===== config.mk =====
export PLATFORM = sky130hd
export DESIGN_NAME = power_sequencer
export DESIGN_NICKNAME = d
export VERILOG_FILES = /design/src/rtl/pseq_pkg.sv /design/src/rtl/pseq_timer.sv /design/src/rtl/power_sequencer.sv
export SDC_FILE = /design/constraint.sdc
export NUM_CORES = 1
export LEC_CHECK = 0
export CAP_MARGIN = 20
export CORE_MARGIN = 4
export CORE_UTILIZATION = 51
export DETAILED_ROUTE_END_ITERATION = 10
export PLACE_DENSITY = 0.75
export SETUP_SLACK_MARGIN = 0.15
export SLEW_MARGIN = 10
export SYNTH_ARGS = -nofsm -noshare
export SYNTH_HDL_FRONTEND = slang
export SYNTH_SLANG_ARGS = --single-unit

===== constraint.sdc =====
create_clock -name clk -period 2 [get_ports clk]
set_input_delay 0.4 -clock clk [delete_from_list [all_inputs] [get_ports clk]]
set_output_delay 0.4 -clock clk [all_outputs]
set_load 0.01 [all_outputs]

===== src/rtl/pseq_pkg.sv =====
// ============================================================================
// pseq_pkg
// Shared definitions for the power sequencer: state encoding, timer width
// and the index-width helper used for rail indices.
// Rev 1.0 - initial release
// ============================================================================
`default_nettype none

package pseq_pkg;

  // Width of the shared delay / timeout counter.
  localparam int TIMER_W = 16;

  // Sequencer state encoding; encodings 6 and 7 are illegal and recover to FAULT.
  typedef enum logic [2:0] {
    ST_OFF        = 3'd0,
    ST_UP_WAIT    = 3'd1,
    ST_UP_DELAY   = 3'd2,
    ST_ON         = 3'd3,
    ST_DOWN_DELAY = 3'd4,
    ST_FAULT      = 3'd5
  } pseq_state_t;

  // Bits needed to index n rails, never less than one.
  function automatic int idx_width(input int n);
    return (n > 1) ? $clog2(n) : 1;
  endfunction

endpackage

`default_nettype wire


===== src/rtl/pseq_timer.sv =====
// ============================================================================
// pseq_timer
// Clearable, saturating up-counter with a terminal-compare flag. Shared by
// the step delay and the power-good timeout.
// Rev 1.0 - initial release
// ============================================================================
`default_nettype none

module pseq_timer
  import pseq_pkg::*;
(
  input  logic               clk,
  input  logic               reset_n,
  input  logic               i_clear,
  input  logic [TIMER_W-1:0] i_terminal,
  output logic               o_done
);

  logic [TIMER_W-1:0] r_count;

  // Count up each cycle unless cleared; stick at all-ones instead of wrapping.
  always_ff @(posedge clk or negedge reset_n) begin
    if (!reset_n) begin
      r_count <= '0;
    end else if (i_clear) begin
      r_count <= '0;
    end else if (r_count != {TIMER_W{1'b1}}) begin
      r_count <= r_count + 1'b1;
    end
  end

  assign o_done = (r_count == i_terminal);

endmodule

`default_nettype wire


===== src/rtl/power_sequencer.sv =====
// ============================================================================
// power_sequencer
// Brings NUM_RAILS regulator rails up in order (waiting for each power-good,
// then a fixed step delay) and down in reverse order. Missing power-good
// during ramp-up latches FAULT until cleared with power_on low.
// Optional macro POWER_SEQUENCER_MONITOR_EN: watch power-good while ON and
// fault on a loss lasting PG_FILTER consecutive cycles.
// Rev 1.0 - initial release
// ============================================================================
`default_nettype none

module power_sequencer
  import pseq_pkg::*;
#(
  parameter int NUM_RAILS  = 4,
  parameter int STEP_DELAY = 1000,
  parameter int PG_TIMEOUT = 10000,
  parameter int PG_FILTER  = 4
) (
  input  logic                                clk,
  input  logic                                reset_n,
  input  logic                                power_on,
  input  logic                                clear_fault,
  input  logic [NUM_RAILS-1:0]                rail_pg,
  output logic [NUM_RAILS-1:0]                rail_en,
  output logic                                pwr_good,
  output logic                                fault,
  output logic [idx_width(NUM_RAILS)-1:0]     fault_rail,
  output logic [2:0]                          seq_state
);

  localparam int IDX_W = idx_width(NUM_RAILS);
  localparam logic [IDX_W-1:0]   LAST_IDX     = IDX_W'(NUM_RAILS - 1);
  localparam logic [TIMER_W-1:0] DELAY_LAST   = TIMER_W'(STEP_DELAY - 1);
  localparam logic [TIMER_W-1:0] TIMEOUT_LAST = TIMER_W'(PG_TIMEOUT - 1);

  pseq_state_t          r_state;
  logic [IDX_W-1:0]     r_idx;
  logic [NUM_RAILS-1:0] r_rail_en;
  logic                 r_pwr_good;
  logic                 r_fault;
  logic [IDX_W-1:0]     r_fault_rail;

  logic                 w_timer_done;
  logic                 w_timer_clr;
  logic [TIMER_W-1:0]   w_terminal;
  logic                 w_pg_idx;
  logic [IDX_W-1:0]     w_idx_next;
  logic [IDX_W-1:0]     w_idx_prev;
  logic [NUM_RAILS-1:0] w_low_hit;
  logic                 w_mon_hit;
  logic [IDX_W-1:0]     w_mon_idx;

  assign w_pg_idx   = rail_pg[r_idx];
  assign w_idx_next = r_idx + 1'b1;
  assign w_idx_prev = r_idx - 1'b1;
  assign w_terminal = (r_state == ST_UP_WAIT) ? TIMEOUT_LAST : DELAY_LAST;

  // Restart the timer on every edge that leaves or re-enters a timed phase,
  // and hold it at zero in the untimed states.
  always_comb begin
    w_timer_clr = 1'b1;
    case (r_state)
      ST_UP_WAIT:    w_timer_clr = w_pg_idx | w_timer_done | ~power_on;
      ST_UP_DELAY:   w_timer_clr = w_timer_done | ~power_on;
      ST_DOWN_DELAY: w_timer_clr = w_timer_done;
      default:       w_timer_clr = 1'b1;
    endcase
  end

  pseq_timer u_timer (
    .clk        (clk),
    .reset_n    (reset_n),
    .i_clear    (w_timer_clr),
    .i_terminal (w_terminal),
    .o_done     (w_timer_done)
  );

`ifdef POWER_SEQUENCER_MONITOR_EN
  localparam logic [TIMER_W-1:0] FILTER_LAST = TIMER_W'(PG_FILTER - 1);

  for (genvar gi = 0; gi < NUM_RAILS; gi++) begin : g_pg_filter
    logic [TIMER_W-1:0] r_low_cnt;

    // Run length of consecutive low power-good samples while ON.
    always_ff @(posedge clk or negedge reset_n) begin
      if (!reset_n) begin
        r_low_cnt <= '0;
      end else if ((r_state == ST_ON) && !rail_pg[gi]) begin
        if (r_low_cnt != {TIMER_W{1'b1}}) begin
          r_low_cnt <= r_low_cnt + 1'b1;
        end
      end else begin
        r_low_cnt <= '0;
      end
    end

    assign w_low_hit[gi] = !rail_pg[gi] && (r_low_cnt >= FILTER_LAST);
  end
`else
  logic [31:0] w_unused_filter;
  assign w_unused_filter = PG_FILTER;
  assign w_low_hit       = '0;
`endif

  // Lowest-numbered rail whose power-good loss has outlasted the filter.
  always_comb begin
    w_mon_idx = '0;
    for (int i = NUM_RAILS - 1; i >= 0; i--) begin
      if (w_low_hit[i]) w_mon_idx = IDX_W'(i);
    end
    w_mon_hit = (r_state == ST_ON) && (|w_low_hit);
  end

  // Sequencer FSM: state, rail index, enables and registered status flags.
  always_ff @(posedge clk or negedge reset_n) begin
    if (!reset_n) begin
      r_state      <= ST_OFF;
      r_idx        <= '0;
      r_rail_en    <= '0;
      r_pwr_good   <= 1'b0;
      r_fault      <= 1'b0;
      r_fault_rail <= '0;
    end else begin
      case (r_state)
        ST_OFF: begin
          r_rail_en <= '0;
          if (power_on) begin
            r_state   <= ST_UP_WAIT;
            r_idx     <= '0;
            r_rail_en <= NUM_RAILS'(1);
          end
        end
        ST_UP_WAIT: begin
          if (w_timer_done && !w_pg_idx) begin
            r_state      <= ST_FAULT;
            r_rail_en    <= '0;
            r_fault      <= 1'b1;
            r_fault_rail <= r_idx;
          end else if (!power_on) begin
            r_state          <= ST_DOWN_DELAY;
            r_rail_en[r_idx] <= 1'b0;
          end else if (w_pg_idx) begin
            r_state <= ST_UP_DELAY;
          end
        end
        ST_UP_DELAY: begin
          if (!power_on) begin
            r_state          <= ST_DOWN_DELAY;
            r_rail_en[r_idx] <= 1'b0;
          end else if (w_timer_done) begin
            if (r_idx == LAST_IDX) begin
              r_state    <= ST_ON;
              r_pwr_good <= 1'b1;
            end else begin
              r_state               <= ST_UP_WAIT;
              r_idx                 <= w_idx_next;
              r_rail_en[w_idx_next] <= 1'b1;
            end
          end
        end
        ST_ON: begin
          if (w_mon_hit) begin
            r_state      <= ST_FAULT;
            r_rail_en    <= '0;
            r_pwr_good   <= 1'b0;
            r_fault      <= 1'b1;
            r_fault_rail <= w_mon_idx;
          end else if (!power_on) begin
            r_state             <= ST_DOWN_DELAY;
            r_idx               <= LAST_IDX;
            r_rail_en[LAST_IDX] <= 1'b0;
            r_pwr_good          <= 1'b0;
          end
        end
        ST_DOWN_DELAY: begin
          if (w_timer_done) begin
            if (r_idx == '0) begin
              r_state <= ST_OFF;
            end else begin
              r_idx                 <= w_idx_prev;
              r_rail_en[w_idx_prev] <= 1'b0;
            end
          end
        end
        ST_FAULT: begin
          if (clear_fault && !power_on) begin
            r_state <= ST_OFF;
            r_fault <= 1'b0;
          end
        end
        default: begin
          r_state    <= ST_FAULT;
          r_rail_en  <= '0;
          r_pwr_good <= 1'b0;
          r_fault    <= 1'b1;
        end
      endcase
    end
  end

  assign rail_en    = r_rail_en;
  assign pwr_good   = r_pwr_good;
  assign fault      = r_fault;
  assign fault_rail = r_fault_rail;
  assign seq_state  = r_state;

endmodule

`default_nettype wire

Yosys cells after proc, flatten, opt, wreduce, memory -nomap -nowiden
Index checks and enable logic that the tools add are counted.
{"block": "classes", "add_sub_neg": 3, "magnitude_cmp": 6, "eq_ne": 23, "mux": 49, "bitwise": 13, "n_reduce_logical": 20}
{"op": "2-to-1 mux 16 bit", "n": 2}
{"op": "2-to-1 mux 3 bit", "n": 10}
{"op": "2-to-1 mux 4 bit", "n": 7}
{"op": "case mux 4 bit (6 select lines)", "n": 1}
{"op": "AND reduction 7 bit", "n": 3}
{"op": "inequality test 2 bit, second input constant", "n": 10}
{"op": "case mux 3 bit (6 select lines)", "n": 1}
{"op": "adder 16 x 1 -> 16 bit, second input constant", "n": 1}
{"op": "equality test 16 x 14 -> 1 bit", "n": 1}
{"op": "2-to-1 mux 2 bit", "n": 8}
{"op": "inequality test 16 bit, second input constant", "n": 1}
{"op": "2-to-1 mux 14 bit", "n": 1}
{"op": "2-to-1 mux 1 bit", "n": 11}
{"op": "less-than comparator 2 x 3 -> 1 bit, second input constant", "n": 3}
{"op": "case mux 1 bit (3 select lines)", "n": 3}
{"op": "bitwise AND 4 bit", "n": 2}
{"op": "inverter 4 bit", "n": 2}
{"op": "case mux 2 bit (4 select lines)", "n": 1}
{"op": "AND reduction 8 bit", "n": 1}
{"op": "OR reduction 4 bit", "n": 2}
{"op": "demux 1 bit (select 2 bit)", "n": 3}
{"op": "equality test 3 x 2 -> 1 bit, second input constant", "n": 2}
{"op": "equality test 3 bit, second input constant", "n": 2}
{"op": ">= comparator 2 x 1 -> 1 bit, second input constant", "n": 3}
{"op": "other kinds (21)", "n": 33}
{"block": "word_totals", "ff_bits": 29, "in_bits": 8, "output_inout_bits": 11, "word_cells": 122}

Depth between registers and ports, before layout
{"block": "depth", "depth_word": 10, "depth_mapped": 8, "ltp_nobuf": 8}

Cells and area by module
Synthesis repeated with hierarchy kept, for this count alone.
{"block": "hier_totals", "cells_unflattened": 267, "hier_area_um2": 2343.5}
{"module": "power_sequencer", "instances": 1, "cells_per_inst": 140, "area_per_inst_um2": 1208.7, "seq_area_each_um2": 325.3}
{"module": "pseq_timer", "instances": 1, "cells_per_inst": 127, "area_per_inst_um2": 1134.8, "seq_area_each_um2": 400.4}

Worst setup path before layout
Ideal clock, no wire load.
{"block": "synth_timing", "path_type": "flip-flop to flip-flop", "startpoint": "register u_timer.r_count[0]", "endpoint": "register r_rail_en[3] (netlist: rail_en[3])", "arrival_ps": 2059, "t_required_ps": 1865, "path_slack_ps": -194, "path_stages_with_launch": 8, "synth_period_minus_slack_ps": 2194, "path_cell_list": "dfrtp_1 ha_1 nand4_1 or4_4 a2111oi_4 o22ai_2 o41ai_2 o31ai_1"}
{"block": "synth_via", "elab_chain_len": 4}
{"item": "from (decl)", "line_no": "pseq_timer.sv:19", "source": "logic [TIMER_W-1:0] r_count;"}
{"item": "from (signal assigned)", "line_no": "pseq_timer.sv:28", "source": "r_count <= r_count + 1'b1;"}
{"item": "equality test 16 x 14 -> 1 bit *", "line_no": "pseq_timer.sv:32", "source": "assign o_done = (r_count == i_terminal);"}
{"item": "logical AND 1 bit", "line_no": "power_sequencer.sv:135", "source": "if (w_timer_done && !w_pg_idx) begin"}
{"item": "inequality test 3 x 2 -> 1 bit (no source line) or 2-to-1 mux 4 bit (tied branches)"}
{"item": "AND reduction 7 bit (no source line) or case mux 4 bit (6 select lines) (tied branches)"}
{"item": "to (signal assigned)", "line_no": "power_sequencer.sv:131", "source": "r_rail_en <= NUM_RAILS'(1);"}
{"item": "to (signal assigned)", "line_no": "power_sequencer.sv:137", "source": "r_rail_en <= '0;"}
{"item": "to (signal, indexed assignment)", "line_no": "power_sequencer.sv:142", "source": "r_rail_en[r_idx] <= 1'b0;"}
{"item": "to (decl)", "line_no": "power_sequencer.sv:39", "source": "logic [NUM_RAILS-1:0] r_rail_en;"}
Every way passes the cells marked *; elsewhere a longest branch is shown, timed or not.
A chain may end at the register's enable or synchronous reset.

Worst setup path in the final report
{"block": "layout_timing", "startpoint": "register u_timer.r_count[4]", "endpoint": "register r_rail_en[0] (netlist: rail_en[0])"}
The elaborated chain is that of the path after synthesis.

==> results.toml <==
[sta]
fmax_ghz = 0.460
min_period_over_period_pct = 109
slew_headroom_pct = 72.1
rsz0062_at_grt = "true"
fin_worst_skew_ns = 0.00732
worst_pin_slew_ns = 0.417
setup_ws_ns = -0.172
final_max_slew_viol_count = 0
hold_viol = 0
fin_crit_ns = 2.17
finalSetupViolations = 4

[pwr]
power.internal_uw = 1870
p_sw_uw = 1330
combPwrFrac_pct = 60.9
p_leak_uw = 0.00121
p_sw_share_pct = 41.6
p_seq_share_pct = 24.0
power.density_nw_per_um2 = 1110
ir_worst_vdd_v = 0.000702
clockPowerShare_pct = 15.1

[clock_tree]
clockBufferDepth = 2
numCtsBuffers = 5
cts_hold_buf = 0
cts_tree = "done"
ctsRootBufferMaster = "clkbuf_8"
cts_sinks = 29
htree_levels = 2
path_clk_slew_ns = 0.07
clock_latency_ns = 0.29

[layout]
drive_gt1_share_pct = 35.4
syn_to_final_growth_pct = 47.7
fin_area_um2 = 2870
num-fill-cells = 236
n_antenna_cell = 0
regArea_um2 = 727
multi_input_area_um2 = 1410
fin_nets = 297
final_cells = 333

[routing]
drt_first_pass_iters = 5
drcViolationCount = 0
routedWlPerCell_um = 17.0
drt_iter0_drc = 179
antenna_left = 0
vias = 2009
wl_um = 5680
viasPerCell = 6.03

[worst_setup_path]
crit_required_ns = 2.18
slowest_delay_ns = 0.54
cp.arrival_ns = 2.35
cp-startpoint = "u_timer.r_count[4]$_DFFE_PN0P_"
path_class = "register to register"
path_max_fanout = 4
cp-end-kind = "register"
path_cells = "or3_1, or4_4, a211oi_4, o221a_4, o311a_1, o21ai_1"
cp.buffers_inverters = 0
r2r_setup_slack_ns = -0.17
slowest_stage = "or4_4"
crit_family = "simple AND/OR/NAND/NOR gates"
critPathLaunchType = "register"
timing.rr.start = "u_timer.r_count[4]$_DFFE_PN0P_"

[floorplanning]
die_height_um = 69.7
ioPinCount = 19
num_rows = 22
die_area_um2 = 4860
die_w_um = 69.7
core_area_um2 = 3660
start_util_pct = 53.1

[synthesis]
ys_types = 54
seq_area_frac_synth_pct = 37.3
synth_area_um2 = 1940
synth-seq-cells = 29
syn_nets = 237
yosysWarningCount = 0
synth-async-reset-ratio_pct = 100
postSynthCellCount = 224
synth_top_flop_cell = "dfrtp_1"
avgSynthCellArea_um2 = 8.68
synth_edf_count = 0

[worst_hold_path]
hold_class = "input pin to async pin"

[job]
drv_cap = 0

[global_route]
grt_pass1_vias = 1834
grt_start_max_net_pins = 30
grt_pass1_wl_um = 8540
globalRouteOverflowTotal = 0
grt_usage_pct = 21.6
antenna_found_initial = 0

[place]
io_buffers = 18
placed_cells = 317
placed_area_um2 = 2460
hpwlAfterDp_um = 3570
gp_congestion = 0.958

[outcome]
violations = "negative setup slack"
status = "finished, violations left"
## cell type report
type / instances / share of cell area, %
clock buffers: 6 / 2.53
well taps: 48 / 2.09
repair buffers: 63 / 19.4
clock inverters: 2 / 0.348
flip-flops and latches: 29 / 25.3
inverters: 9 / 1.18
multi-input cells: 176 / 49.2
## path summary, 6_finish.rpt
kind,end,cells past startpoint
setup / recovery,rail_en[0]$_DFFE_PN0P_,6
hold / removal,rail_en[0]$_DFFE_PN0P_,2
max in group asynchronous,r_idx[0]$_DFFE_PN0P_,2
min in group clk,fault_rail[0]$_DFFE_PN0P_,2
hold reg to reg,fault_rail[0]$_DFFE_PN0P_,2
setup reg to reg,rail_en[0]$_DFFE_PN0P_,6
## layer usage
metal	global-route usage (%)	up-vias	share of wire, %
li1	-	938	-
met1	31.0	958	43
met2	31.8	90	47
met3	5.94	23	7.2
met4	6.17	0	2.4
met5	0	-	0
## cell usage after synthesis, drive strengths merged (2+ instances only)
cell | n | share of area, %
and3 | 4 | 1.3
a21oi | 16 | 4.1
xnor2 | 4 | 1.8
xor2 | 8 | 3.6
inv | 9 | 1.7
nand3 | 13 | 3.3
nor4 | 2 | 0.64
nand4bb | 2 | 1.2
nor2 | 33 | 6.4
nand3b | 3 | 1.2
nand2b | 5 | 1.6
nor4b | 2 | 1.2
o21ai | 13 | 3.3
nand2 | 11 | 2.1
nor3 | 9 | 2.3
mux2i | 3 | 1.5
dfrtp | 29 | 37
nor2b | 4 | 1.3
a211oi | 2 | 1.0
or3 | 2 | 0.64
o22ai | 2 | 0.97
clkbuf | 10 | 1.9
a31oi | 3 | 0.97
ha | 5 | 3.2
or4 | 2 | 0.97
nand4 | 6 | 2.3
## sequential cells by signal, summed over array words and instances (netlist names)
signal / flops
u_timer.r_count: 16
fault: 1
fault_rail: 2
r_idx: 2
seq_state: 3
pwr_good: 1
rail_en: 4
## placed cells by master (no fill, tap or decap), drive strengths merged, types with 8 or more instances in the layout
master and n:
nor2 33, xor2 8, buf 45, nor3 9, nand2 11, dfrtp 29
clkdlybuf4s50 18, nand3 13, a21oi 16, inv 9, o21ai 13
## power groups by stage
stage	Sequential (uW)	Clock [uW]	Combinational (uW)
after floorplan	792	0	945
after global placement	761	0	1600
after detailed placement	765	0	1630
after CTS	756	487	1680
after global routing	782	510	2090
final	768	481	1950
## repair_timing
item,in CTS,in global routing
hold endpoints to repair,0,0
setup endpoints to repair,17,29
gates resized for setup,12,43
pin swaps,8,11
setup buffers,2,6
## metrics by stage
step	setup TNS (ns)	utilization [%]	power [uW]	hold WS [ns]	setup slack [ns]
finish	-0.563	78.5	3200	0.486	-0.172
global route	-0.765	78.5	3380	0.506	-0.210
CTS	-0.263	72.1	2920	0.487	-0.0899
detailed placement	-3.50	67.3	2390	0.474	-0.361
global placement	-2.61	67.3	2360	0.470	-0.296
floorplan	-0.0375	-	1740	0.104	-0.0375
## cell families (layout without fill, tap and decap cells)
family,count (synthesis),after routing,synth area share (%)
buffers and inverters,19,80,3.67
AND/OR/NAND/NOR,103,103,28.6
XOR/XNOR,12,12,5.41
adder cells (fa/ha/maj),5,5,3.22
multiplexers,5,5,3.28
flip-flops,29,29,37.3
AO/OA/AOI/OAI,51,51,18.5
No activity file was read; power rests on OpenSTA's default activity.
